===== src/rtl/reg_alu_core_if.sv =====
// Operand/result bus for reg_alu_core.
// The master drives operands and the opcode; the slave returns the registered result and flags.
interface reg_alu_core_if #(
    parameter int unsigned N = 32
);
    logic         in_valid;
    logic [N-1:0] A;
    logic [N-1:0] B;
    logic [3:0]   ALUControl;
    logic [N-1:0] RESULT;
    logic [3:0]   flags;
    logic         out_valid;

    modport master (
        output in_valid,
        output A,
        output B,
        output ALUControl,
        input  RESULT,
        input  flags,
        input  out_valid
    );

    modport slave (
        input  in_valid,
        input  A,
        input  B,
        input  ALUControl,
        output RESULT,
        output flags,
        output out_valid
    );
endinterface


===== src/rtl/reg_alu_core.sv =====
// Single-cycle-latency ALU with registered result and Z/N/C/V flags.
// flags layout: bit3 Z, bit2 N, bit1 C, bit0 V.
module reg_alu_core #(
    parameter int unsigned N = 32
) (
    input logic          clk,
    input logic          rst_n,
    reg_alu_core_if.slave bus
);

    logic [N-1:0] result_q, result_d;
    logic [3:0]   flags_q, flags_d;
    logic         out_valid_q;

    logic [N:0]   sum_ext;
    logic         carry;
    logic         ovf;

    // Decode the opcode into the next result and flag values.
    always_comb begin
        result_d = '0;
        sum_ext  = '0;
        carry    = 1'b0;
        ovf      = 1'b0;
        flags_d  = 4'b0000;
        case (bus.ALUControl)
            4'b0000: begin
                sum_ext  = {1'b0, bus.A} + {1'b0, bus.B};
                result_d = sum_ext[N-1:0];
                carry    = sum_ext[N];
                ovf      = (bus.A[N-1] == bus.B[N-1]) && (result_d[N-1] != bus.A[N-1]);
            end
            4'b0001: begin
                // Carry set means no borrow (A >= B unsigned).
                sum_ext  = {1'b0, bus.A} + {1'b0, ~bus.B} + {{N{1'b0}}, 1'b1};
                result_d = sum_ext[N-1:0];
                carry    = sum_ext[N];
                ovf      = (bus.A[N-1] != bus.B[N-1]) && (result_d[N-1] != bus.A[N-1]);
            end
            4'b0010: result_d = bus.A & bus.B;
            4'b0011: result_d = bus.A | bus.B;
            4'b0100: result_d = bus.A ^ bus.B;
            4'b0101: result_d = ~bus.A;
            4'b0110: begin
                result_d = {bus.A[N-2:0], 1'b0};
                carry    = bus.A[N-1];
                ovf      = bus.A[N-1] ^ bus.A[N-2];
            end
            4'b0111: begin
                result_d = {bus.A[N-1], bus.A[N-1:1]};
                carry    = bus.A[0];
            end
            4'b1000: begin
                result_d = {bus.A[N-2:0], 1'b0};
                carry    = bus.A[N-1];
            end
            4'b1001: begin
                result_d = {1'b0, bus.A[N-1:1]};
                carry    = bus.A[0];
            end
            4'b1010: result_d = bus.A;
            default: result_d = '0;
        endcase
        if (bus.ALUControl > 4'b1010) begin
            flags_d = 4'b1000;
        end else begin
            flags_d = {(result_d == '0), result_d[N-1], carry, ovf};
        end
    end

    // Result/flag registers; reset wins over capture, hold when no valid input.
    always_ff @(posedge clk) begin
        if (!rst_n) begin
            result_q    <= '0;
            flags_q     <= 4'b0000;
            out_valid_q <= 1'b0;
        end else begin
            out_valid_q <= bus.in_valid;
            if (bus.in_valid) begin
                result_q <= result_d;
                flags_q  <= flags_d;
            end
        end
    end

    assign bus.RESULT    = result_q;
    assign bus.flags     = flags_q;
    assign bus.out_valid = out_valid_q;

endmodule


===== src/flat_wrapper.sv =====
// flat-port wrapper written by rule: the top's interface ports become plain ports
module reg_alu_core_flat 
#(
    parameter int unsigned N = 32
)
  (clk, rst_n, bus_in_valid, bus_A, bus_B, bus_ALUControl, bus_RESULT, bus_flags, bus_out_valid);
  reg_alu_core_if #(.N(N)) bus_i ();
  input logic clk;
  input logic rst_n;
  input wire logic [$bits(bus_i.in_valid)-1:0] bus_in_valid;
  input wire logic [$bits(bus_i.A)-1:0] bus_A;
  input wire logic [$bits(bus_i.B)-1:0] bus_B;
  input wire logic [$bits(bus_i.ALUControl)-1:0] bus_ALUControl;
  output wire logic [$bits(bus_i.RESULT)-1:0] bus_RESULT;
  output wire logic [$bits(bus_i.flags)-1:0] bus_flags;
  output wire logic [$bits(bus_i.out_valid)-1:0] bus_out_valid;
  assign bus_i.in_valid = bus_in_valid;
  assign bus_i.A = bus_A;
  assign bus_i.B = bus_B;
  assign bus_i.ALUControl = bus_ALUControl;
  assign bus_RESULT = bus_i.RESULT;
  assign bus_flags = bus_i.flags;
  assign bus_out_valid = bus_i.out_valid;
  reg_alu_core #(.N(N)) u_core (.clk(clk), .rst_n(rst_n), .bus(bus_i));
endmodule

===== config.mk =====
export PLATFORM = sky130hd
export DESIGN_NAME = reg_alu_core_flat
export DESIGN_NICKNAME = d
export VERILOG_FILES = /design/src/rtl/reg_alu_core_if.sv /design/src/rtl/reg_alu_core.sv /design/src/flat_wrapper.sv
export SDC_FILE = /design/constraint.sdc
export NUM_CORES = 1
export LEC_CHECK = 0
export BUFFER_PORTS_ARGS = -buffer_cell sky130_fd_sc_hd__buf_2
export CORE_ASPECT_RATIO = 0.8
export CORE_MARGIN = 2
export CORE_UTILIZATION = 35
export CTS_CLUSTER_SIZE = 30
export DETAILED_ROUTE_END_ITERATION = 8
export HOLD_SLACK_MARGIN = 0.08
export PLACE_DENSITY = 0.54
export SYNTH_ARGS = -nofsm -noshare
export SYNTH_HDL_FRONTEND = slang
export SYNTH_SLANG_ARGS = --single-unit

===== constraint.sdc =====
create_clock -name clk -period 4.33 [get_ports clk]
set_clock_uncertainty 0.05 [all_clocks]
set_input_delay 0.2165 -clock clk [delete_from_list [all_inputs] [get_ports clk]]
set_output_delay 0.2165 -clock clk [all_outputs]
set_load 0.01 [all_outputs]

==> impl_summary.md <==
Run status
The run finished with clean final reports.

Power
Of the total power, the share spent switching nets is 0.449. The sequential cell fraction of total power is 0.189. The worst ir drop on vdd is 0.164 mV. For this design the total switching power over the nets is roughly 0.0009 W. The standby leakage power is 4.43 nW. The combinational share of power is 0.572. Of the total power, the clock network draws 0.239. The power density over the cells is roughly 210 nW/um2. The internal power contribution is about 0.0011 W.

Routing
The routed length per placed instance is ~23 um. The first detailed-routing pass took 5 iterations. The via density per instance is about 6.3. The residual DRC count is 0. For this block, the initial DRC count from the detailed router was 1248. For this block, the routed nets add up to approximately 37 mm of wire. The routed via count is roughly 10000. The remaining number of nets flagged by the antenna check after routing is 0.

Run
The max-capacitance violation count is 0.

Setup path
The worst register-to-register path begins at u_core.bus.flags[3]. In this run the critical register-to-register path is captured at u_core.bus.flags[3]. The reg2reg setup slack is roughly 1500 ps. The class of the most critical setup path is input pin to flip-flop.

STA classifies the critical path startpoint as an input pin. The endpoint arrival time on the critical path is approximately 4000 ps. The worst setup path is captured at a flip-flop. Along the worst path, the maximum fanout reaches 10.

The number of cell instances on the worst register-to-register path is 8. The critical path data required time is approximately 4500 ps.

Placement
The final weighted congestion in routability-driven placement is 1.03. Timing analysis after detailed placement gives a worst setup slack of between 200 and 300 ps. Including well taps, the total number of placed cells is ~1600. The number of buffers inserted by port buffering is 107.

The placed wire-length estimate is a little under 30 mm.

Clock tree
The post-CTS setup repair buffer count is 0. The H-tree generated during clock tree synthesis spans 2 levels. The CTS buffer count is 5. The maximum clock path buffer count is 2. Buffers inserted to repair hold after CTS numbered 0. CTS saw 37 sinks. The buffer cell driving the clock tree root is sky130_fd_sc_hd__clkbuf_16. The later-pin clock latency in the skew report is 280 ps.

The register clock-pin slew on the reported worst setup and hold paths is 70 ps. Gates resized during post-CTS repair numbered 0. The TritonCTS clock tree is yes.

Floorplan
In this run the count of I/O pins placed on the die edge is 108. The die extent in y is between 100 and 150 um. The starting density of the core is 0.355. The floorplan step defined a die boundary enclosing around 25000 um2. The chip width is roughly 180 um. The area of the core is between 20000 and 25000 um2. The row count is 50.

Layout
In the final design database the tool counted ~1400 nets. The filler cell count is around 2500. The area added between synthesis and finish is 14.8%. Summing all multi-input logic gate instances after layout gives 6810 um2. Once layout is complete, the utilization of the core stands at 0.408.

In the final layout, the share of cells above drive strength 1 is 0.184. Summing all flip-flop and latch instances after layout gives approximately 740 um2. The non-filler instance count after layout is 1582.

Worst hold path
The path type of the worst min-delay path is input pin to flip-flop. The worst hold path cell count is 2. The worst hold endpoint is u_core.bus.RESULT[17].

The startpoint of the most critical hold path is rst_n.

Yosys
For this run, the register share of the synthesized area comes to 0.0894. The leading register cell type out of synthesis is sky130_fd_sc_hd__dfxtp_1. The share of synthesized flip-flops with an asynchronous set or reset is 0.

In the post-synthesis netlist, the biggest area contributors are sky130_fd_sc_hd__ha_1 (16%), sky130_fd_sc_hd__dfxtp_1 (8.9%), sky130_fd_sc_hd__a21oi_1 (5.5%), sky130_fd_sc_hd__o21ai_0 (4.6%), sky130_fd_sc_hd__nand2_1 (4.6%). The synthesized net count is around 1300. The biggest area consumer among synthesized cells is sky130_fd_sc_hd__ha_1. The netlist area before placement is between 8000 and 9000 um2. Each instance of the synthesized netlist takes up on average 7.08 um2.

The most repeated cell in the gate-level netlist after synthesis is sky130_fd_sc_hd__ha_1. The post-synthesis cell type count is 103. Yosys printed 0 warnings. In this run, synthesis inferred 0 flip-flops with an integrated enable. The area share of the largest cell type after synthesis is 0.159. The cell count after synthesis is ~1200. Ranked by instance count, the synthesized netlist is headed by sky130_fd_sc_hd__ha_1 (105), sky130_fd_sc_hd__nand2_1 (102), sky130_fd_sc_hd__inv_1 (100), sky130_fd_sc_hd__nor2_1 (93), sky130_fd_sc_hd__a21oi_1 (91). The synthesized flop and latch total is 37.

Global route
In the global route stage, met3 resource usage came out at 0.0798. The number of antenna violations at the first check in global routing was 1. The via count of the first global-routing pass is 8831. After global routing, the most crowded layer is met1. Global routing finished with a remaining overflow of 0.

The first-pass GRT wire length is around 55 mm. For this run, the total global-route usage over all layers was measured as 0.285. Entering global routing, the biggest net connects 31 pins. The global-route track usage on met1 is 0.438. For this run, global-route usage on met2 was measured as 0.389.

Timing
The worst setup slack after layout is roughly 500 ps. Adding up every negative setup slack in the final design gives 0 ps. Setup repair after global routing left no endpoint under its margin. Derived from the worst setup path, the maximum achievable clock frequency is roughly 260 MHz.

The final-report max-slew violation count is 0. The slew at the pin closest to its max-slew limit is between 800 and 900 ps. The normalized max-slew margin is 0.405. The number of setup violations in the final report is 0. Dividing the final minimum period by the clock period gives 0.885. Subtracting the final worst setup slack from the clock period gives 3830 ps. The number of endpoints with negative hold slack in the final report was 0.
[logic make-up after synthesis]
logic type,synth area share
compound gates,0.391
xor+xnor,0.00528
fa+ha+maj,0.163
buf+inv,0.0942
flops,0.0894
mux,0.0334
simple gates,0.223
[routing by layer]
metal,vias up,part of all wire
met5,-,0
met4,0,0.020
met3,54,0.14
met2,672,0.38
met1,4706,0.46
li1,4586,-
[stage by stage]
step           hold slack, ps  area [um2]  total power [W]
4_1_cts                   313        9520          0.00198
5_1_grt                   329        9520          0.00212
6_report                  322        9520          0.00202
3_3_place_gp              376        9320          0.00150
3_5_place_dp              382        9320          0.00150
2_1_floorplan             413        8290          0.00110
[worst max-delay path: stages]
cell                       delay (ps)
sky130_fd_sc_hd__buf_2            120
sky130_fd_sc_hd__inv_1             80
sky130_fd_sc_hd__ha_1             550
sky130_fd_sc_hd__nor2_1           140
sky130_fd_sc_hd__a211oi_1         560
sky130_fd_sc_hd__nand2_1          230
sky130_fd_sc_hd__o211a_1          300
sky130_fd_sc_hd__nor2_2           140
sky130_fd_sc_hd__nor3_1            60
sky130_fd_sc_hd__a221o_1          290
sky130_fd_sc_hd__or4_1            470
sky130_fd_sc_hd__nor4_1           450
sky130_fd_sc_hd__nand4_1          170
sky130_fd_sc_hd__o31ai_2          210
[state kept, by name (all words and copies together), names as in the netlist]
name	count
u_core.bus.RESULT	32
u_core.bus.flags	4
u_core.bus.out_valid	1
[how the worst max path moves through the flow]
stage / from / end / slack [ps] / depth (start not counted)
after CTS: bus_A[13] / u_core.bus.flags[3] / 540 / 14
after global placement: bus_A[13] / u_core.bus.flags[3] / 210 / 14
after global routing: bus_A[13] / u_core.bus.flags[3] / 210 / 14
after floorplan: bus_B[0] / u_core.bus.flags[3] / 1000 / 14
after detailed placement: bus_A[0] / u_core.bus.flags[3] / 270 / 15
final: bus_A[13] / u_core.bus.flags[3] / 500 / 14
[final cells by class]
| cell class | count | share of cell area |
|---|---|---|
| clock inverters | 3 | 0.00723 |
| inverters | 102 | 0.0402 |
| repair buffers | 167 | 0.105 |
| multi-input cells | 955 | 0.715 |
| flip-flops and latches | 37 | 0.0778 |
| diodes | 1 | 0.000263 |
| well taps | 312 | 0.0410 |
| clock buffers | 5 | 0.0131 |
[placed cells by master, fill, tap and decap left out, types with 14 or more instances in the layout]
| master | instances |
|---|---|
| sky130_fd_sc_hd__buf_2 | 107 |
| sky130_fd_sc_hd__o221ai_1 | 15 |
| sky130_fd_sc_hd__a22oi_1 | 14 |
| sky130_fd_sc_hd__mux2i_1 | 22 |
| sky130_fd_sc_hd__nand2_1 | 102 |
| sky130_fd_sc_hd__nand3_1 | 15 |
| sky130_fd_sc_hd__o211ai_1 | 17 |
| sky130_fd_sc_hd__nor2_1 | 93 |
| sky130_fd_sc_hd__nor3_1 | 20 |
| sky130_fd_sc_hd__buf_4 | 59 |
| sky130_fd_sc_hd__a211oi_1 | 19 |
| sky130_fd_sc_hd__o21ai_0 | 77 |
| sky130_fd_sc_hd__a21o_1 | 18 |
| sky130_fd_sc_hd__nand2b_1 | 14 |
| sky130_fd_sc_hd__dfxtp_1 | 37 |
| sky130_fd_sc_hd__o22ai_1 | 28 |
| sky130_fd_sc_hd__nor4_1 | 14 |
| sky130_fd_sc_hd__ha_1 | 105 |
| sky130_fd_sc_hd__inv_1 | 100 |
| sky130_fd_sc_hd__a21oi_1 | 91 |
| sky130_fd_sc_hd__nor2b_1 | 14 |
[power by group through the flow]
stage | Combinational [W] | Clock, W | Sequential, W
after floorplan | 0.000702 | 0 | 0.000399
after global placement | 0.00111 | 0 | 0.000389
after detailed placement | 0.00111 | 0 | 0.000389
after CTS | 0.00111 | 0.000485 | 0.000382
after global routing | 0.00123 | 0.000498 | 0.000385
final | 0.00116 | 0.000482 | 0.000382
(Power assumes the default switching activity.)
